<file path="config.mk">
export PLATFORM = sky130hd
export DESIGN_NAME = systolic_feed_ctrl
export DESIGN_NICKNAME = d
export VERILOG_FILES = /design/src/rtl/systolic_feed_ctrl.sv
export SDC_FILE = /design/constraint.sdc
export NUM_CORES = 1
export LEC_CHECK = 0
export ABC_CLOCK_PERIOD_IN_PS = 5350
export CAP_MARGIN = 10
export CORE_ASPECT_RATIO = 0.6
export CORE_MARGIN = 5
export CORE_UTILIZATION = 55
export DETAILED_ROUTE_END_ITERATION = 8
export PLACE_DENSITY = 0.85
export RECOVER_POWER = 100
export SETUP_SLACK_MARGIN = 0.4
export SLEW_MARGIN = 15
export SYNTH_ARGS = -nofsm -noshare
export SYNTH_HDL_FRONTEND = slang
export SYNTH_SLANG_ARGS = --single-unit
</file>
<file path="constraint.sdc">
create_clock -name clock -period 5.35 [get_ports clock]
set_input_delay 1.07 -clock clock [delete_from_list [all_inputs] [get_ports clock]]
set_output_delay 1.07 -clock clock [all_outputs]
set_load 0.005 [all_outputs]
</file>
<file path="src/rtl/systolic_feed_ctrl.sv">
// systolic_feed_ctrl
// Sequencer for an N x N systolic MAC array. Buffers one feature matrix and
// one weight matrix through a write port, plays the skewed wavefront into the
// array, flushes with zeros, waits for the pipeline to drain, captures the
// array sums and offers them downstream through a valid/ready handshake.
// Build macro SYSTOLIC_FEED_RELU_EN: when defined, captured lanes are treated
// as signed and negative values are stored as zero.
module systolic_feed_ctrl #(
    parameter int N         = 4,
    parameter int DW        = 8,
    parameter int ACC_W     = 24,
    parameter int DRAIN_CYC = 3
) (
    input  logic                   clock,
    input  logic                   reset,
    input  logic                   ld_en,
    input  logic                   ld_sel,
    input  logic [$clog2(N)-1:0]   ld_row,
    input  logic [$clog2(N)-1:0]   ld_col,
    input  logic [DW-1:0]          ld_data,
    input  logic                   start,
    output logic                   busy,
    output logic [N*DW-1:0]        a_out,
    output logic [N*N*DW-1:0]      w_out,
    output logic [N*N-1:0]         w_load,
    output logic [ACC_W-1:0]       carry_in,
    input  logic [N*ACC_W-1:0]     sum_in,
    output logic [N*ACC_W-1:0]     res_data,
    output logic                   res_valid,
    input  logic                   res_ready
);

    localparam int IDX_W = $clog2(N);
    // Wide enough for both the feed step (0..2N-2) and the drain count (0..14);
    // also guarantees 2^CNT_W >= 2N, which the lane-offset wrap test relies on.
    localparam int CNT_W = ($clog2(2 * N) > 4) ? $clog2(2 * N) : 4;
    localparam logic [CNT_W-1:0] FEED_LAST  = CNT_W'(2 * N - 2);
    localparam logic [CNT_W-1:0] DRAIN_LAST = CNT_W'(DRAIN_CYC - 1);
    localparam logic [CNT_W-1:0] CNT_ZERO   = {CNT_W{1'b0}};
    localparam logic [CNT_W-1:0] CNT_ONE    = {{(CNT_W-1){1'b0}}, 1'b1};

    typedef enum logic [2:0] {
        ST_IDLE    = 3'd0,
        ST_FEED    = 3'd1,
        ST_FLUSH   = 3'd2,
        ST_DRAIN   = 3'd3,
        ST_CAPTURE = 3'd4,
        ST_HOLD    = 3'd5
    } state_t;

    state_t                       state_r, state_nxt_s;
    logic [CNT_W-1:0]             cnt_r, cnt_nxt_s;
    logic                         feeding_s;
    logic                         load_ok_s;
    logic [N-1:0][N-1:0][DW-1:0]  feat_s;
    logic [N*DW-1:0]              a_nxt_s;
    logic [N*N*DW-1:0]            w_nxt_s;
    logic [N*N-1:0]               wl_nxt_s;
    logic [N*ACC_W-1:0]           cap_s;

    logic [N*DW-1:0]              a_out_r;
    logic [N*N*DW-1:0]            w_out_r;
    logic [N*N-1:0]               w_load_r;
    logic [N*ACC_W-1:0]           res_data_r;
    logic                         res_valid_r;
    logic                         busy_r;

    // Per-lane capture transform applied to one array sum
    function automatic logic [ACC_W-1:0] capture_lane(input logic [ACC_W-1:0] v);
        logic [ACC_W-1:0] res;
`ifdef SYSTOLIC_FEED_RELU_EN
        if (v[ACC_W-1]) begin
            res = {ACC_W{1'b0}};
        end else begin
            res = v;
        end
`else
        res = v;
`endif
        return res;
    endfunction

    assign feeding_s = (state_r == ST_FEED);
    assign load_ok_s = ld_en && (state_r == ST_IDLE);

    for (genvar r = 0; r < N; r++) begin : g_row
        for (genvar c = 0; c < N; c++) begin : g_col
            logic [DW-1:0] feat_e_r;
            logic [DW-1:0] wgt_e_r;
            logic          wr_s;
            logic          hit_s;

            assign wr_s  = load_ok_s && (ld_row == IDX_W'(r)) && (ld_col == IDX_W'(c));
            // Element (r,c) sits on the anti-diagonal fed at step r+c
            assign hit_s = feeding_s && (cnt_r == CNT_W'(r + c));

            // Buffer element storage: cleared on reset, written by the load port while idle
            always_ff @(posedge clock) begin
                if (!reset) begin
                    feat_e_r <= {DW{1'b0}};
                    wgt_e_r  <= {DW{1'b0}};
                end else if (wr_s && ld_sel) begin
                    wgt_e_r  <= ld_data;
                end else if (wr_s) begin
                    feat_e_r <= ld_data;
                end
            end

            assign feat_s[r][c]                 = feat_e_r;
            assign wl_nxt_s[r*N+c]              = hit_s;
            assign w_nxt_s[(r*N+c)*DW +: DW]    = hit_s ? wgt_e_r : w_out_r[(r*N+c)*DW +: DW];
        end
    end

    for (genvar i = 0; i < N; i++) begin : g_lane
        logic [CNT_W-1:0] off_s;
        logic             lane_ok_s;
        // Column of row i due at this step; before the lane starts the
        // subtraction wraps to a value >= N, so one compare covers both ends.
        assign off_s     = cnt_r - CNT_W'(i);
        assign lane_ok_s = feeding_s && (off_s < CNT_W'(N));
        assign a_nxt_s[i*DW +: DW]       = lane_ok_s ? feat_s[i][off_s[IDX_W-1:0]] : {DW{1'b0}};
        assign cap_s[i*ACC_W +: ACC_W]   = capture_lane(sum_in[i*ACC_W +: ACC_W]);
    end

    // Next-state and step/drain counter sequencing
    always_comb begin
        state_nxt_s = state_r;
        cnt_nxt_s   = cnt_r;
        case (state_r)
            ST_IDLE: begin
                cnt_nxt_s = CNT_ZERO;
                if (start) begin
                    state_nxt_s = ST_FEED;
                end else begin
                    state_nxt_s = ST_IDLE;
                end
            end
            ST_FEED: begin
                if (cnt_r == FEED_LAST) begin
                    state_nxt_s = ST_FLUSH;
                    cnt_nxt_s   = CNT_ZERO;
                end else begin
                    state_nxt_s = ST_FEED;
                    cnt_nxt_s   = cnt_r + CNT_ONE;
                end
            end
            ST_FLUSH: begin
                state_nxt_s = ST_DRAIN;
                cnt_nxt_s   = CNT_ZERO;
            end
            ST_DRAIN: begin
                if (cnt_r == DRAIN_LAST) begin
                    state_nxt_s = ST_CAPTURE;
                    cnt_nxt_s   = CNT_ZERO;
                end else begin
                    state_nxt_s = ST_DRAIN;
                    cnt_nxt_s   = cnt_r + CNT_ONE;
                end
            end
            ST_CAPTURE: begin
                state_nxt_s = ST_HOLD;
                cnt_nxt_s   = CNT_ZERO;
            end
            ST_HOLD: begin
                cnt_nxt_s = CNT_ZERO;
                if (res_valid_r && res_ready) begin
                    state_nxt_s = ST_IDLE;
                end else begin
                    state_nxt_s = ST_HOLD;
                end
            end
            default: begin
                state_nxt_s = ST_IDLE;
                cnt_nxt_s   = CNT_ZERO;
            end
        endcase
    end

    // State and counter registers
    always_ff @(posedge clock) begin
        if (!reset) begin
            state_r <= ST_IDLE;
            cnt_r   <= CNT_ZERO;
        end else begin
            state_r <= state_nxt_s;
            cnt_r   <= cnt_nxt_s;
        end
    end

    // Registered outputs, one cycle behind the state/step register
    always_ff @(posedge clock) begin
        if (!reset) begin
            a_out_r     <= {(N*DW){1'b0}};
            w_out_r     <= {(N*N*DW){1'b0}};
            w_load_r    <= {(N*N){1'b0}};
            res_data_r  <= {(N*ACC_W){1'b0}};
            res_valid_r <= 1'b0;
            busy_r      <= 1'b0;
        end else begin
            a_out_r  <= a_nxt_s;
            w_out_r  <= w_nxt_s;
            w_load_r <= wl_nxt_s;
            busy_r   <= (state_nxt_s != ST_IDLE);
            case (state_r)
                ST_CAPTURE: begin
                    res_data_r  <= cap_s;
                    res_valid_r <= 1'b1;
                end
                ST_HOLD: begin
                    res_data_r  <= res_data_r;
                    res_valid_r <= !res_ready;
                end
                default: begin
                    res_data_r  <= res_data_r;
                    res_valid_r <= 1'b0;
                end
            endcase
        end
    end

    assign a_out     = a_out_r;
    assign w_out     = w_out_r;
    assign w_load    = w_load_r;
    assign res_data  = res_data_r;
    assign res_valid = res_valid_r;
    assign busy      = busy_r;
    assign carry_in  = {ACC_W{1'b0}};

endmodule

</file>
### After elaboration in Yosys (flattened, before gate mapping)

Cells that the tools add are included.

| word-level totals | value |
|---|---|
| bits in registers | 537 |
| latch bits | 0 |
| memory bits (writable) | 0 |
| bits in read-only memories | 0 |
| logic and storage cells | 186 |
| memories | 0 |

| operators by class | value |
|---|---|
| add/subtract/negate cells | 4 |
| multipliers | 0 |
| div/mod/pow operators | 0 |
| $lt $le $gt $ge | 8 |
| eq/ne operators | 17 |
| shift-type cells | 0 |
| multiplexer cells | 17 |
| bitwise gates (word level) | 16 |
| reduce and logical (&&, ||, !) cells | 75 |

Operator list:

| kind | number |
|---|---|
| $bmux 8 s2 | 4 |
| $logic_and 1x1->1 | 49 |
| $reduce_and 2->1 | 20 |
| $mux 8 | 4 |
| $pmux 3 s6 | 1 |
| $lt 4x3->1 const B | 4 |
| $not 1->1 | 16 |
| $eq 4x3->1 const B | 3 |
| $lt 2x3->1 const B | 4 |
| $eq 2x2->1 const B | 4 |
| $eq 4x2->1 const B | 2 |
| $mux 4 | 2 |
| $pmux 4 s2 | 1 |
| $sub 4x2->4 const B | 2 |
| $eq 3x2->1 const B | 2 |
| $eq 3x3->1 const B | 2 |
| $mux 3 | 2 |
| $add 4x1->4 const B | 1 |
| $eq 2x1->1 const B | 2 |
| $eq 4x1->1 const B | 1 |
| $logic_not 2->1 | 2 |
| $logic_not 4->1 | 1 |
| $sub 4x1->4 const B | 1 |
| $eq 3x1->1 const B | 1 |
| 6 further kinds | 6 |

### Logic depth before layout (Yosys ltp)

Gate-level depths: netlist of run 1.

| depth | value |
|---|---|
| word-level depth | 7 |
| mapped depth | 10 |

### Least setup slack after synthesis of run 1

No wires, ideal clock.

| timing path | value |
|---|---|
| path kind | reg2reg |
| from | reg cnt_r[0] |
| to | reg a_out_r[10] (netlist: a_out[10]) |
| library setup time | 138 ps |
| arrival | 2,781 ps |
| required time | 5,212 ps |
| path slack | 2,431 ps |
| cell stages (with the launch flop) | 10 |
| buffers on the path | 5 |
| clock period less this slack | 2,919 ps |
| cell sequence | dfxtp_1 clkbuf_1 clkbuf_1 clkbuf_1 inv_1 ha_1 clkbuf_1 buf_1 mux4_2 nor3b_1 |

| between the ends | value |
|---|---|
| longest elaborated chain between the ends | 4 |
| elaborated cells on any way between the ends | 6 |
| classes of those cells | 1 x add/sub; 1 x order compare; 2 x mux; 2 x reduce/logical |

Ends and longest elaborated chain:

| element | RTL line | text |
|---|---|---|
| start, declared | 52 | `logic [CNT_W-1:0] cnt_r, cnt_nxt_s;` |
| start signal, assigned | 187 | `cnt_r <= cnt_nxt_s;` |
| $sub 4x1->4 (*) | 120 | `assign off_s = cnt_r - CNT_W'(i);` |
| $lt 4x3->1 | 121 | `assign lane_ok_s = feeding_s && (off_s < CNT_W'(N));` |
| $logic_and 1x1->1 | 121 |  |
| $reduce_and 2->1 (no source line) | -- |  |
| end signal, assigned | 194 | `a_out_r <= {(N*DW){1'b0}};` |
| end signal, assigned | 201 | `a_out_r <= a_nxt_s;` |
| end, declared | 61 | `logic [N*DW-1:0] a_out_r;` |

Every way passes the cells marked *; elsewhere a longest branch is shown, timed or not. The select of a mux whose other input is x is not followed.
A chain may end at the register's enable or synchronous reset.

### Worst setup path in the final report of run 1

| timing path | value |
|---|---|
| from | reg cnt_r[2] |
| to | reg w_out_r[64] (netlist: w_out[64]) |

| between the ends | value |
|---|---|
| longest elaborated chain between the ends | 2 |

Ends and longest elaborated chain:

| element | RTL line | text |
|---|---|---|
| $eq 4x2->1 | 95 | `assign hit_s = feeding_s && (cnt_r == CNT_W'(r + c));` |
| $logic_and 1x1->1 | 95 |  |
| end signal, assigned | 195 | `w_out_r <= {(N*N*DW){1'b0}};` |
| end signal, assigned | 202 | `w_out_r <= w_nxt_s;` |
| end, declared | 62 | `logic [N*N*DW-1:0] w_out_r;` |

No other way between the ends.

==> flow_summary.yaml, run 1 <==
outcome:
  status: "finished with violations"
  violations: "capacitance limit, slew limit"
setup_path:
  reg2reg_from: "cnt_r[2]"
  cpPeakStageDelay_ns: 1.41
  crit_path_cell_trace: "clkinv_1 -> clkbuf_1 -> ha_1 -> nor3b_1 -> buf_4 -> nand3_1 -> a21oi_1"
  critical_path_class: "reg -> reg"
  cp-start-kind: "flop"
  required_ns: 5.83
  crit_buf_inv: 3
  cpLargestDelayFamily: "buffers and inverters"
  endpoint_kind: "flop"
  arrival_ns: 4.44
  critPathLaunch: "cnt_r[2]"
  cp_slowest_cell: "clkbuf_1"
  critical_path.max_fanout: 41
synth:
  synth_compound_area_share_pct: 9.88
  syn_area_mm2: 0.0204
  yosys_warnings: 0
  async_flop_share_pct: 0
  synth_cells: 2154
  synthSimpleGateAreaFrac_pct: 16.2
  synth_edf_count: 0
  synth_xor_area_share_pct: 0.214
  yosysSeqAreaShare_pct: 51.7
  yosysUniqueCellTypes: 50
  synthAdderAreaFrac_pct: 0.612
  ys_ff_latch: 528
  syn_avg_cell_area_um2: 9.49
  synth_top_family_by_area: "simple AND/OR/NAND/NOR gates"
  synth_ff_type: "dfxtp_1"
  synth_mux_area_share_pct: 16.1
detailed_routing:
  ant_nets: 0
  avgViaCountPerCell: 5.80
  avgRoutedWirePerCell_um: 20.9
  vias: 16992
  first_iter_violations: 1637
  totalWireLength_um: 61300
  drc: 0
  drtPass1Iterations: 6
pwr:
  p_sw_share_pct: 22.4
  intPower_w: 0.00608
  power.leakage_nw: 10.2
  ir_drop_mv: 0.243
  p_sw_w: 0.00176
  seqPwrFrac_pct: 50.5
  p_per_area_mw_per_mm2: 305
  p_clk_share_pct: 44.7
  pwr-share-comb_pct: 4.7
clock_network:
  cts_setup_buffers: 0
  holdBufCountCts: 0
  cts_sinks: 528
  tritoncts: "yes"
  cts_root_buf: "clkbuf_16"
  cts_resized: 0
  clk_pin_slew_ns: 0.06
  cts_buffers: 48
  cts_buffer_depth: 3
  clock_latency_ns: 0.58
  htreeDepth: 2
global_routing:
  met3_usage_pct: 4.42
  first_global_vias: 16606
  use_met2_pct: 46.5
  top_usage_layer: "met2"
  grt_first_pass_wirelength_um: 94500
  grtUsageMet1_pct: 38.7
  track_usage_pct: 28.1
  grt_max_degree: 148
  antenna_found_initial: 0
  grt.overflow.total: 0
floorplan:
  io_pins: 412
  start_util_pct: 56.0
  dieArea_mm2: 0.0413
  rows: 54
  die_h_um: 159
  coreArea_mm2: 0.0365
  die_w_um: 259
timing:
  fin_setup_tns_ns: 0
  hold_viol: 0
  fin_crit_ns: 3.96
  rsz0062_at_grt: "no"
  clock_skew_ns: 0.0115
  setup_viol: 0
  tightest_slew_ns: 2.32
  report.final.slew_viol_count: 353
  fin_crit_sh_pct: 74.0
  slew_headroom_pct: -54.5
  holdWs_ns: 0.450
  max_freq_mhz: 253
run:
  cap_violations: 16
layout:
  nets: 2541
  antennaDiodeCount: 0
  syn_to_final_growth_pct: 25.6
  layout-drive-gt1-share_pct: 6.15
worst_hold_path:
  worstHoldStart: "res_data[27]"
  hp-class: "reg -> reg"
placed_design:
  detailed_place_hpwl_um: 39800
  routabilityCongestion: 0.849
  port_buffers: 387
-- state kept, by name (all words and copies together) (netlist names), 3 cells and up --
name                  count
state_r                   3
w_out                   128
a_out                    32
g_row.g_col.feat_e_r    128
w_load                    7
cnt_r                     4
g_row.g_col.wgt_e_r     128
res_data                 96
-- area by class of cell --
class / count / area, um2
Sequential cell: 528 / 10600
Timing Repair Buffer: 420 / 4100
Tap cell: 476 / 596
Clock buffer: 67 / 1420
Inverter: 15 / 61.3
Clock inverter: 20 / 191
Multi-Input combinational cell: 1404 / 8730
Fill cell: 2642 / 10800
-- layout by cell type (no fill, tap or decap), types with 25 or more instances in the layout --
| cell | Yosys | final |
|---|---|---|
| dfxtp_1 | 528 | 528 |
| nand2_1 | 467 | 467 |
| dlygate4sd3_1 | 0 | 279 |
| mux2i_1 | 256 | 256 |
| a21oi_1 | 228 | 228 |
| clkdlybuf4s50_1 | 0 | 107 |
| nand3_1 | 86 | 96 |
| o21ai_0 | 80 | 81 |
| nand4_1 | 49 | 49 |
| clkbuf_16 | 0 | 49 |
| o31ai_1 | 48 | 48 |
| mux4_2 | 32 | 32 |
| buf_4 | 36 | 25 |
-- per-layer routing --
metal  share of wire (%)  up-vias
met5                   0        -
met4                 2.5        0
met3                 6.7      117
met2                  48      657
met1                  42     8347
li1                    -     7871
-- final timing paths --
kind,endpoint,slack (ns),cells after the start
max,w_out[64],1.39,7
min reg2reg,res_data[27],0.45,2
max reg2reg,w_out[64],1.39,7
min,res_data[27],0.45,2
-- worst register-to-register path, delay by kind of cell, from the launching register on --
family	cells	cell delay [ns]
AND/OR/NAND/NOR	2	0.85
flip-flops	1	0.32
AO/OA/AOI/OAI	1	0.19
adder cells (fa/ha/maj)	1	0.45
buffers and inverters	3	2.07
-- stage by stage --
step | instance area [um2] | util [%] | worst slack [ns] | instances | total power, W
2_1_floorplan | 20500 | - | 2.43 | 2177 | 0.00427
3_3_place_gp | 24200 | 66.5 | 1.94 | 2842 | 0.00441
3_5_place_dp | 24200 | 66.5 | 1.82 | 2842 | 0.00442
4_1_cts | 25900 | 70.9 | 2.38 | 2929 | 0.00788
5_1_grt | 25700 | 70.4 | 1.25 | 2930 | 0.00808
6_report | 25700 | 70.4 | 1.39 | 2930 | 0.00783
-- power groups by stage --
| stage | Combinational, W | Sequential, W | Clock (W) |
|---|---|---|---|
| after floorplan | 0.000228 | 0.00404 | 0 |
| after global placement | 0.000364 | 0.00405 | 0 |
| after detailed placement | 0.000372 | 0.00405 | 0 |
| after CTS | 0.000374 | 0.00396 | 0.00355 |
| after global routing | 0.000392 | 0.00396 | 0.00373 |
| final | 0.000371 | 0.00396 | 0.00351 |
-- synth_stat cells (2+ instances only) --
cell,instances,area [um2]
buf_4,36,270
nor3_1,6,30.0
buf_6,2,22.5
nor2b_1,19,119
nand3b_1,6,45.0
clkinv_1,2,7.51
dfxtp_1,528,10600
or3b_2,4,35.0
nand3_1,86,430
nand4_1,49,307
a211oi_1,8,60.1
nor3b_1,20,150
nor4b_1,2,17.5
a21oi_1,228,1140
inv_1,13,48.8
xor2_1,2,17.5
mux2i_1,256,2560
a21boi_0,2,15.0
clkbuf_1,165,619
o21ai_0,80,400
buf_1,10,37.5
ha_1,10,125
nor3_4,6,97.6
nor3_2,6,60.1
o31ai_1,48,360
mux4_2,32,721
buf_2,17,85.1
nor2_1,7,26.3
nand2b_1,3,18.8
nand3_2,10,100
or4_1,4,30.0
xnor2_1,3,26.3
nand2_1,467,1750
-- kinds of logic (layout without fill, tap and decap cells) --
family / Yosys count / after routing
AND/OR/NAND/NOR: 705 / 705
flip-flops: 528 / 528
AO/OA/AOI/OAI: 372 / 372
multiplexers: 288 / 288
buffers and inverters: 245 / 522
adder cells (fa/ha/maj): 10 / 10
XOR/XNOR: 5 / 5
other: 1 / 24
(Power assumes the default switching activity.)
==> run 2, diff against run 1 <==
--- a/config.mk
+++ b/config.mk
@@ -5,13 +5,13 @@
 export SDC_FILE = /design/constraint.sdc
 export NUM_CORES = 1
 export LEC_CHECK = 0
-export ABC_CLOCK_PERIOD_IN_PS = 5350
+export ABC_CLOCK_PERIOD_IN_PS = 4100
 export CAP_MARGIN = 10
 export CORE_ASPECT_RATIO = 0.6
 export CORE_MARGIN = 5
-export CORE_UTILIZATION = 55
+export CORE_UTILIZATION = 51
 export DETAILED_ROUTE_END_ITERATION = 8
-export PLACE_DENSITY = 0.85
+export PLACE_DENSITY = 0.79
 export RECOVER_POWER = 100
 export SETUP_SLACK_MARGIN = 0.4
 export SLEW_MARGIN = 15
==> constraint.sdc (replaced) <==
create_clock -name clock -period 4.1 [get_ports clock]
set_input_delay 0.82 -clock clock [delete_from_list [all_inputs] [get_ports clock]]
set_output_delay 0.82 -clock clock [all_outputs]
set_load 0.005 [all_outputs]
==> run 2 against run 1 <==
  * The run still ends with capacitance limit, slew limit left
  * Sequential cell count is the same
  * Critical path depth fell by 3
  * Wire length down 0.37%
  * Hold slack gained 0.0012 ns
  * Utilization down 4.6 points
  * Total power rose by 30%
  * Clock power rose by 28%
  * Combinational power grew 36%
  * Non-clock buffer count rose by 6
  * Largest power group unchanged
==> flow_summary.yaml, run 2 (same netlist as run 1, synthesis figures left out) <==
pwr:
  p_sw_w: 0.00231
  p_per_area_mw_per_mm2: 393
  intPower_w: 0.00784
  p_sw_share_pct: 22.8
  pwr-share-comb_pct: 5.0
  ir_drop_mv: 0.259
  power.leakage_nw: 10.3
  p_clk_share_pct: 44.2
  finalPower_w: 0.0101
  seqPwrFrac_pct: 50.8
clock_network:
  clock_latency_ns: 0.57
  cts_sinks: 528
  cts_buffer_depth: 3
  cts_setup_buffers: 0
  holdBufCountCts: 0
  htreeDepth: 2
  tritoncts: "yes"
  cts_resized: 0
  clk_pin_slew_ns: 0.06
  cts_root_buf: "clkbuf_16"
  cts_buffers: 47
timing:
  max_freq_mhz: 286
  hold_viol: 0
  clock_skew_ns: 0.0180
  fin_crit_sh_pct: 85.4
  slew_headroom_pct: -33.6
  rsz0062_at_grt: "no"
  report.final.slew_viol_count: 216
  setup_viol: 0
  fin_crit_ns: 3.50
  tightest_slew_ns: 2.00
  fin_setup_tns_ns: 0
setup_path:
  reg2reg_from: "state_r[0]"
  endpoint_kind: "flop"
  cp-start-kind: "input port"
  required_ns: 4.49
  critical_path.max_fanout: 20
  critical_path_class: "in -> reg"
  critPathLaunch: "ld_en"
  arrival_ns: 3.89
  reg2reg_depth: 4
layout:
  fill_cells: 3039
  final_core_utilization_pct: 65.8
  syn_to_final_growth_pct: 26.4
  final_common_cell: "dfxtp_1"
  nets: 2546
  layout_common_cells: "528 x dfxtp_1, 467 x nand2_1, 278 x dlygate4sd3_1"
  layout-drive-gt1-share_pct: 6.59
outcome:
  status: "finished with violations"
  violations: "capacitance limit, slew limit"
detailed_routing:
  first_iter_violations: 1624
  ant_nets: 0
  totalWireLength_um: 61100
  avgRoutedWirePerCell_um: 20.5
  drtPass1Iterations: 8
  avgViaCountPerCell: 5.63
  drc: 0
  vias: 16803
global_routing:
  antenna_found_initial: 2
  grt_max_degree: 113
  first_global_vias: 16689
  grt_first_pass_wirelength_um: 92300
  track_usage_pct: 26.0
  grt.overflow.total: 0
worst_hold_path:
  worstHoldStart: "res_data[14]"
  hp-class: "reg -> reg"
  min_path_cells: 2
run:
  cap_violations: 3
floorplan:
  io_pins: 412
  start_util_pct: 52.0
  die_w_um: 268
  die_h_um: 165
  coreArea_mm2: 0.0393
  dieArea_mm2: 0.0443
  rows: 56
placed_design:
  port_buffers: 387
  routabilityCongestion: 0.828
  detailed_place_hpwl_um: 40500
[run 2: cell count changes in the layout (fill, tap and decap cells not counted), sizes merged]
cell and change:
buf +5, clkinvlp +3, diode +3, clkbuf +2, inv -2, bufinv -1, clkdlybuf4s50 +1, clkinv -1
dlygate4sd3 -1
[run 2: layout make-up]
cell class	instances	area, um2	area share, %
Multi-Input combinational cell	1404	8820	34.1
Clock inverter	19	163	0.629
Sequential cell	528	10600	40.9
Antenna cell	3	7.51	0.0290
Timing Repair Buffer	426	4170	16.1
Tap cell	522	653	2.53
Clock buffer	68	1410	5.45
Inverter	15	61.3	0.237
[run 2: per-stage QoR]
step	cells	setup WS (ns)	hold WS, ns	instance area, um2
after floorplan	2177	1.18	0.432	20500
after global placement	2895	1.00	0.439	24400
after detailed placement	2895	0.915	0.443	24400
after CTS	2982	1.16	0.455	26000
after global routing	2984	0.506	0.472	25800
final	2985	0.599	0.451	25800
[run 2: worst max-delay path, cell delays in order]
cell	delay (ns)
dlygate4sd3_1	0.54
or4b_1	1.01
nor3_1	1.30
mux2i_1	0.21
[run 2: final timing paths]
| check | endpoint | slack [ns] |
|---|---|---|
| worst max register to register | a_out[3] | 0.76 |
| worst min register to register | res_data[14] | 0.45 |
| worst max-delay path | g_row[3].g_col[1].wgt_e_r[6] | 0.60 |
| worst min-delay path | res_data[14] | 0.45 |
[run 2: power by group through the flow]
stage,combinational (W),sequential (W),clock [W]
after detailed placement,0.000500,0.00527,0
after CTS,0.000503,0.00516,0.00455
final,0.000503,0.00516,0.00449
after floorplan,0.000298,0.00527,0
after global placement,0.000490,0.00527,0
after global routing,0.000529,0.00516,0.00478
[run 2: layer usage]
| layer | track usage, % | routed length, um |
|---|---|---|
| met5 | 0 | 0 |
| met3 | 4.62 | 3930 |
| met1 | 35.5 | 26400 |
| met4 | 8.82 | 2020 |
| met2 | 42.1 | 28700 |
==> run 3, diff against run 2 <==
--- a/config.mk
+++ b/config.mk
@@ -5,7 +5,7 @@
 export SDC_FILE = /design/constraint.sdc
 export NUM_CORES = 1
 export LEC_CHECK = 0
-export ABC_CLOCK_PERIOD_IN_PS = 4100
+export ABC_CLOCK_PERIOD_IN_PS = 3500
 export CAP_MARGIN = 10
 export CORE_ASPECT_RATIO = 0.6
 export CORE_MARGIN = 5
==> constraint.sdc (replaced) <==
create_clock -name clock -period 3.5 [get_ports clock]
set_input_delay 0.7 -clock clock [delete_from_list [all_inputs] [get_ports clock]]
set_output_delay 0.7 -clock clock [all_outputs]
set_load 0.005 [all_outputs]
==> run 3 against run 2 <==
  * The run still ends with capacitance limit, slew limit left
  * Utilization grew 0.073 points
  * Wire length is 2.0% higher
  * Worst setup slack worse by 0.12 ns
  * Clock skew up 0.015 ns
  * Die area unchanged
  * Highest routed layer is now met5
==> flow_summary.yaml, run 3 (same netlist as run 1, synthesis figures left out) <==
outcome:
  status: "finished with violations"
  violations: "capacitance limit, slew limit"
timing:
  fin_setup_tns_ns: 0
  slew_headroom_pct: -37.4
  report.final.slew_viol_count: 197
  fin_crit_ns: 3.02
  setup_viol: 0
  fin_crit_sh_pct: 86.4
  max_freq_mhz: 331
  clock_skew_ns: 0.0333
  rsz0062_at_grt: "no"
  tightest_slew_ns: 2.06
  hold_viol: 0
clock_network:
  cts_root_buf: "clkbuf_16"
  cts_buffer_depth: 3
  clock_latency_ns: 0.59
  clk_pin_slew_ns: 0.06
  htreeDepth: 2
  tritoncts: "yes"
  cts_setup_buffers: 0
  cts_resized: 0
  cts_buffers: 48
  holdBufCountCts: 0
  cts_sinks: 528
setup_path:
  reg2reg_depth: 5
  cp-start-kind: "flop"
  cpPeakStageDelay_ns: 1.04
  critical_path.max_fanout: 23
  r2r_end: "a_out[31]"
  endpoint_kind: "flop"
  critical_path_class: "reg -> reg"
  reg2reg_from: "cnt_r[2]"
  crit_path_cell_trace: "clkinv_1 -> ha_1 -> and3b_1 -> o211ai_1 -> a211oi_1"
  required_ns: 3.91
  cp_slowest_cell: "dfxtp_1"
  reg2reg_setup_slack_ns: 0.48
  critPathLaunch: "cnt_r[2]"
  arrival_ns: 3.43
floorplan:
  die_h_um: 165
  die_w_um: 268
  rows: 56
  dieArea_mm2: 0.0443
  io_pins: 412
  coreArea_mm2: 0.0393
  start_util_pct: 52.0
global_routing:
  antenna_found_initial: 2
  grt_max_degree: 122
  first_global_vias: 16532
  grt_first_pass_wirelength_um: 93700
  grt.overflow.total: 0
  track_usage_pct: 26.5
detailed_routing:
  totalWireLength_um: 62300
  first_iter_violations: 1551
  avgViaCountPerCell: 5.70
  drc: 0
  drtPass1Iterations: 8
  vias: 17053
  ant_nets: 0
  avgRoutedWirePerCell_um: 20.8
pwr:
  finalPower_w: 0.0120
  p_sw_share_pct: 22.6
  p_per_area_mw_per_mm2: 465
  ir_drop_mv: 0.403
  p_clk_share_pct: 44.8
  pwr-share-comb_pct: 4.9
  power.leakage_nw: 10.3
  p_sw_w: 0.00271
  seqPwrFrac_pct: 50.3
  intPower_w: 0.00931
layout:
  layout_common_cells: "527 x dfxtp_1, 467 x nand2_1, 276 x dlygate4sd3_1"
  final_area_mm2: 0.0259
  syn_to_final_growth_pct: 26.6
  nets: 2559
  final_common_cell: "dfxtp_1"
  final_core_utilization_pct: 65.8
  layout-drive-gt1-share_pct: 6.76
worst_hold_path:
  hold_end: "res_data[90]"
  hp-class: "reg -> reg"
  min_path_cells: 2
  worstHoldStart: "res_data[90]"
placed_design:
  detailed_place_hpwl_um: 41200
  routabilityCongestion: 0.813
  port_buffers: 387
  placed_area_mm2: 0.0245
run:
  cap_violations: 2
## run 3: cell types whose count changed in the layout (fill, tap and decap cells not counted), sizes merged
cell           previous run  this run
buf                      30        34
bufinv                    2         3
clkbuf                   78        87
clkdlybuf4s50           108       110
clkinv                   14        13
clkinvlp                  4         0
diode                     3         2
dlygate4sd3             278       276
inv                      14        15
## run 3: cell type report
cell class | count | area (um2)
diodes | 2 | 5.00
clock buffers | 69 | 1440
clock inverters | 16 | 170
fillers | 3039 | 13400
inverters | 15 | 61.3
multi-input cells | 1404 | 8770
flip-flops and latches | 528 | 10600
well taps | 522 | 653
repair buffers | 438 | 4210
## run 3: worst max-delay path: cells and delay by family (launching register included)
| family | cells | cell delay [ns] |
|---|---|---|
| AO/OA/AOI/OAI | 2 | 0.82 |
| adder cells (fa/ha/maj) | 1 | 0.36 |
| buffers and inverters | 1 | 0.43 |
| flip-flops | 1 | 1.04 |
| AND/OR/NAND/NOR | 1 | 0.20 |
## run 3: power by group through the flow
stage,Sequential (W),Combinational (W),Clock (W)
finish,0.00605,0.000592,0.00539
global route,0.00605,0.000622,0.00572
CTS,0.00605,0.000595,0.00545
detailed placement,0.00618,0.000591,0
global placement,0.00618,0.000579,0
floorplan,0.00617,0.000349,0
## run 3: how the worst max path moves through the flow
stage | end | depth (start not counted)
floorplan | a_out[10] | 9
finish | a_out[31] | 5
global placement | g_row[0].g_col[3].feat_e_r[6] | 4
CTS | w_out[31] | 4
detailed placement | g_row[0].g_col[1].wgt_e_r[3] | 4
global route | a_out[8] | 5
## run 3: through the flow
stage	hold WS, ns	setup slack (ns)	cells
floorplan	0.432	0.581	2177
global placement	0.439	0.557	2907
detailed placement	0.445	0.506	2907
CTS	0.455	0.928	2992
global route	0.469	0.401	2993
finish	0.450	0.477	2994
## run 3: metal layers
metal / vias to the layer above / global-route usage [%] / routed length (um)
met1: 8314 / 37.1 / 26500
li1: 7923 / - / -
met3: 118 / 4.41 / 4520
met4: 2 / 7.50 / 1580
met2: 696 / 43.0 / 29600
met5: - / 0 / 7
==> RTL edit 1: new RTL, flow settings as in run 3 <==
Build with the macro `SYSTOLIC_FEED_RELU_EN` defined.
--- a/src/rtl/systolic_feed_ctrl.sv
+++ b/src/rtl/systolic_feed_ctrl.sv
@@ -5,6 +5,8 @@
 // array sums and offers them downstream through a valid/ready handshake.
 // Build macro SYSTOLIC_FEED_RELU_EN: when defined, captured lanes are treated
 // as signed and negative values are stored as zero.
+`define SYSTOLIC_FEED_RELU_EN
+
 module systolic_feed_ctrl #(
     parameter int N         = 4,
     parameter int DW        = 8,
Behaviour: same outputs for any inputs over 4 cycles, from zero or initial values and one cycle with reset low; that may be too few to reach the edited logic, so the function may still have changed.
==> RTL edit 1 against run 3 <==
- the run still ends with capacitance limit, slew limit left
- wire length is 8.1% lower
- non-clock buffer count is 27 lower
- highest routed layer is now met4
- total power is 3.1% lower
- synthesized area is 4.0% lower
- sequential cell count is 4 lower
- sequential share of layout area is 1.2 points higher
- setup slack worse by 0.0033 ns
- final area is 3.6% lower
==> RTL edit 1: results (changes against run 3) <==
metric,value,unit,change
status,"complete, but fails checks",,unchanged
violations,"capacitance limit, slew limit",,unchanged
hold_start,res_data[33],,was res_data[90]
arrival,3.50,ns,was 3.43 ns
critical_path.max_fanout,91,,was 23
worstReg2RegStart,state_r[0],,was cnt_r[2]
multiInputGateArea,8260,sq um,was 8770 sq um
ys_seq_area_frac,0.534,,was 0.517
grt_pass1_vias,15800,,was 16500
vdd_drop_max,0.397,mV,was 0.403 mV
synth_area_leaders,"dfxtp_1, mux2i_1, nand2_1, a21oi_1, mux4_2",,unchanged
reg2reg_depth,6,,was 5
inverters,8,,was 15
hpwl,38200,um,was 41200 um
sh_seq_area,0.421,,was 0.408
worst_pin_slew,1.87,ns,was 2.06 ns
grt_max_degree,194,,was 122
p_comb,533,uW,was 592 uW
drt_wl_total,57200,um,was 62300 um
synth_common_cells,"dfxtp_1, nand2_1, a21oi_1",,"was dfxtp_1, nand2_1, mux2i_1"
num-clock-buffers,71,,was 69
dpl_worst_slack,0.482,ns,was 0.506 ns
power_frac_seq,0.516,,was 0.503
whs_endpoint,res_data[33],,was res_data[90]
cts_root_buffer,clkbuf_16,,unchanged
fillers,2956,,was 3039
nonClockBufferCount,411,,was 438
cts.sink_count,524,,was 528
grt_first_pass_wirelength,88400,um,was 93700 um
initialDrtViolationCount,1253,,was 1551
gp_congestion,0.854,,was 0.813
via_per_inst,5.40,,was 5.70
grt_antenna_before_repair,4,,was 2
numCtsBuffers,47,,was 48
skew,0.0187,ns,was 0.0333 ns
clock_cell_area_share,0.0597,,was 0.0623
grt.total_usage,0.254,,was 0.265
p_leak,10.0,nW,was 10.3 nW
multiInputCombCellCount,1388,,was 1404
cap_violations,3,,was 2
r2r-end,w_out[48],,was a_out[31]
internal-power,9.10,mW,was 9.31 mW
instances_no_fill,2927,,was 2994
layout.nets,2504,,was 2559
drtPass1Iterations,7,,was 8
drv_slew,224,,was 197
dp_cells,2844,,was 2907
## RTL edit 1: cell count changes in the layout (fill, tap and decap cells not counted), sizes merged, moves of 18 or more
cell    change
nor3b      -18
buf        -22
o31ai      -48
nand2      +45
nand3b     +88
nand4      -45
mux2i      -63
nor2       +52
nor2b      +21
## RTL edit 1: critical path, stage by stage
cell      delay (ns)
clkbuf_4        0.78
clkbuf_2        0.96
nand4_1         0.25
clkbuf_2        0.43
a21oi_1         0.26
## RTL edit 1: layer usage
metal	track usage	routed length [um]
met1	0.349	25000
met2	0.418	27300
met3	0.0413	3310
met4	0.0777	1570
met5	0	0
## RTL edit 1: worst max path at each step
stage | startpoint | to | slack (ns)
final | reset | w_out[22] | 0.47
after global routing | reset | g_row[2].g_col[2].wgt_e_r[1] | 0.28
after CTS | cnt_r[0] | w_out[71] | 0.79
after detailed placement | ld_en | g_row[0].g_col[1].wgt_e_r[4] | 0.48
after global placement | ld_en | g_row[0].g_col[1].wgt_e_r[1] | 0.51
after floorplan | cnt_r[1] | a_out[29] | 0.61
## RTL edit 1: stage by stage
stage,power (mW),utilization,hold WS [ns],area (sq um)
after floorplan,6.45,-,0.432,19700
after global placement,6.68,0.622,0.436,23600
after detailed placement,6.69,0.622,0.444,23600
after CTS,11.7,0.662,0.452,25000
after global routing,12.0,0.659,0.461,24900
final,11.7,0.659,0.446,24900
## RTL edit 1: logic make-up (layout without fill, tap and decap cells)
logic type	after synthesis	after routing	synth area share
mux	225	225	0.135
buf+inv	206	500	0.0480
compound gates	292	292	0.0766
flops	524	524	0.534
other cells	1	30	0.000191
fa+ha+maj	10	10	0.00637
simple gates	829	829	0.197
xor+xnor	4	4	0.00179
==> RTL edit 2: new RTL, config.mk and constraints of run 3 <==
Made on the original files. Reset style: asynchronous (`reset`), changed in 3 clocked blocks.
--- a/src/rtl/systolic_feed_ctrl.sv
+++ b/src/rtl/systolic_feed_ctrl.sv
@@ -95,7 +95,7 @@
             assign hit_s = feeding_s && (cnt_r == CNT_W'(r + c));
 
             // Buffer element storage: cleared on reset, written by the load port while idle
-            always_ff @(posedge clock) begin
+            always_ff @(posedge clock or negedge reset) begin
                 if (!reset) begin
                     feat_e_r <= {DW{1'b0}};
                     wgt_e_r  <= {DW{1'b0}};
@@ -178,7 +178,7 @@
     end
 
     // State and counter registers
-    always_ff @(posedge clock) begin
+    always_ff @(posedge clock or negedge reset) begin
         if (!reset) begin
             state_r <= ST_IDLE;
             cnt_r   <= CNT_ZERO;
@@ -189,7 +189,7 @@
     end
 
     // Registered outputs, one cycle behind the state/step register
-    always_ff @(posedge clock) begin
+    always_ff @(posedge clock or negedge reset) begin
         if (!reset) begin
             a_out_r     <= {(N*DW){1'b0}};
             w_out_r     <= {(N*N*DW){1'b0}};
Behaviour: differs if reset is asserted again (counterexample within 4 cycles, from zero or initial values and one cycle with reset low); with reset held inactive, the same outputs for 4 cycles.
==> RTL edit 2 against run 3 <==
- the flow still finishes with violations (capacitance limit, slew limit)
- sequential cell count unchanged
- synthesized area increased by 3.6%
- wire length decreased by 16%
- setup slack improved by 0.17 ns
- final area increased by 4.3%
- synthesized cell count decreased by 40%
- largest cell class unchanged
- highest routed layer is now met4
Power is not compared: it rests on default switching activity, and its combinational part moved more than twofold at a synthesized area within 25%.
==> RTL edit 2: results (changes against run 3) <==
metric,value,unit,change
synth_common_cells,"dfrtp_1, mux2_2, clkbuf_1",,"was dfxtp_1, nand2_1, mux2i_1"
wl_met1,22900,um,was 26500 um
grt_first_pass_wirelength,82000,um,was 93700 um
dpl_worst_slack,0.495,ns,was 0.506 ns
hp-class,flip-flop to flip-flop,,unchanged
async_reset_ff_frac,1.00,,was 0
syn_avg_cell_area,16.3,sq um,was 9.49 sq um
dpl_cell_area,25600,sq um,was 24500 sq um
layout.nets,1806,,was 2559
top_layer_used,met4,,was met5
grt_pass1_vias,13300,,was 16500
drive_gt1_frac,0.355,,was 0.0676
hpwl,35900,um,was 41200 um
clock_latency,0.56,ns,was 0.59 ns
io_buffers,387,,unchanged
cts_resized,0,,unchanged
ys_seq_area_frac,0.624,,was 0.517
dp_cells,2193,,was 2907
met2_length,26100,um,was 29600 um
yosysWarnings,0,,unchanged
synthFlopType,dfrtp_1,,was dfxtp_1
numCtsBuffers,48,,unchanged
critical_path.max_fanout,16,,was 23
hold-path-cell-count,1,,was 2
grt_max_degree,115,,was 122
arrival,3.29,ns,was 3.43 ns
synth_area_leaders,"dfrtp_1, mux2_2, mux4_2, mux2_4, buf_4",,"was dfxtp_1, mux2i_1, nand2_1, a21oi_1, mux4_2"
worst_pin_slew,1.95,ns,was 2.06 ns
synth_cell_types,41,,was 50
drv_slew,72,,was 197
vdd_drop_max,0.477,mV,
via_per_inst,5.36,,was 5.70
vias,12200,,was 17100
skew,0.0176,ns,was 0.0333 ns
drc,0,,unchanged
post_drt_wl_per_cell,23.1,um,was 20.8 um
gp_congestion,0.820,,was 0.813
grt.total_usage,0.229,,was 0.265
reg2reg_depth,3,,was 5
initialDrtViolationCount,666,,was 1551
dr_wl_met3,2390,um,was 4520 um
clkTransAtPathRegs,0.07,ns,
cts_root_buffer,clkbuf_16,,unchanged
violations,"capacitance limit, slew limit",,unchanged
cap_violations,1,,was 2
drtPass1Iterations,4,,was 8
status,"complete, but fails checks",,unchanged
[RTL edit 2: cell count changes in the layout (fill, tap and decap cells not counted), moves of 48 or more]
cell	run 3	this run
nand3_1	96	20
dfxtp_1	527	0
o21ai_0	80	0
nand2_1	467	9
dfrtp_1	0	528
mux2i_1	256	0
o31ai_1	48	0
mux2_2	0	448
a21oi_1	228	4
nand4_1	49	1
[RTL edit 2: critical path, stage by stage, from the launching register on]
cell and delay [ns]:
dfrtp_1 0.49, or4b_1 0.93, or4_1 0.88, mux2_1 0.42
[RTL edit 2: report_power, final]
part           switching, mW  internal (mW)  total (mW)  leakage (nW)
Combinational           2.41           3.69        6.10          5.45
Sequential              1.10           7.99        9.08          7.04
Clock                   2.27           3.34        5.61         0.831
Total                   5.78           15.0        20.8          13.3
[RTL edit 2: logic make-up (layout without fill, tap and decap cells)]
logic type | after synthesis | in the layout | share of synthesized area
flip-flops | 528 | 528 | 0.624
multiplexers | 512 | 512 | 0.295
buffers and inverters | 122 | 519 | 0.0304
AND/OR/NAND/NOR | 114 | 114 | 0.0408
AO/OA/AOI/OAI | 10 | 10 | 0.00313
adder cells (fa/ha/maj) | 9 | 9 | 0.00532
XOR/XNOR | 4 | 4 | 0.00165
other | 1 | 25 | 0.000177
[RTL edit 2: per-layer routing]
layer	global-route usage	vias to the layer above
met5	0	-
met4	0.0554	0
met3	0.0435	82
met2	0.380	280
met1	0.316	6492
li1	-	5368
[RTL edit 2: worst paths after layout]
| check | start | to | slack [ns] |
|---|---|---|---|
| max in group asynchronous | reset | g_row[1].g_col[1].feat_e_r[7] | 1.06 |
| min in group asynchronous | reset | w_out[22] | 0.67 |
| worst max register to register | state_r[2] | g_row[0].g_col[3].wgt_e_r[3] | 0.64 |
| worst min register to register | g_row[0].g_col[2].wgt_e_r[2] | g_row[0].g_col[2].wgt_e_r[2] | 0.50 |
| worst min-delay path | g_row[0].g_col[2].wgt_e_r[2] | g_row[0].g_col[2].wgt_e_r[2] | 0.50 |
| worst max-delay path | state_r[2] | g_row[0].g_col[3].wgt_e_r[3] | 0.64 |
[RTL edit 2: final cells by class]
type                            instances  area, sq um
Antenna cell                            1         2.50
Clock buffer                           70         1430
Clock inverter                         17          265
Fill cell                            2899        13700
Inverter                               12         45.0
Multi-Input combinational cell        673         7230
Sequential cell                       528        13200
Tap cell                              560          701
Timing Repair Buffer                  420         4120
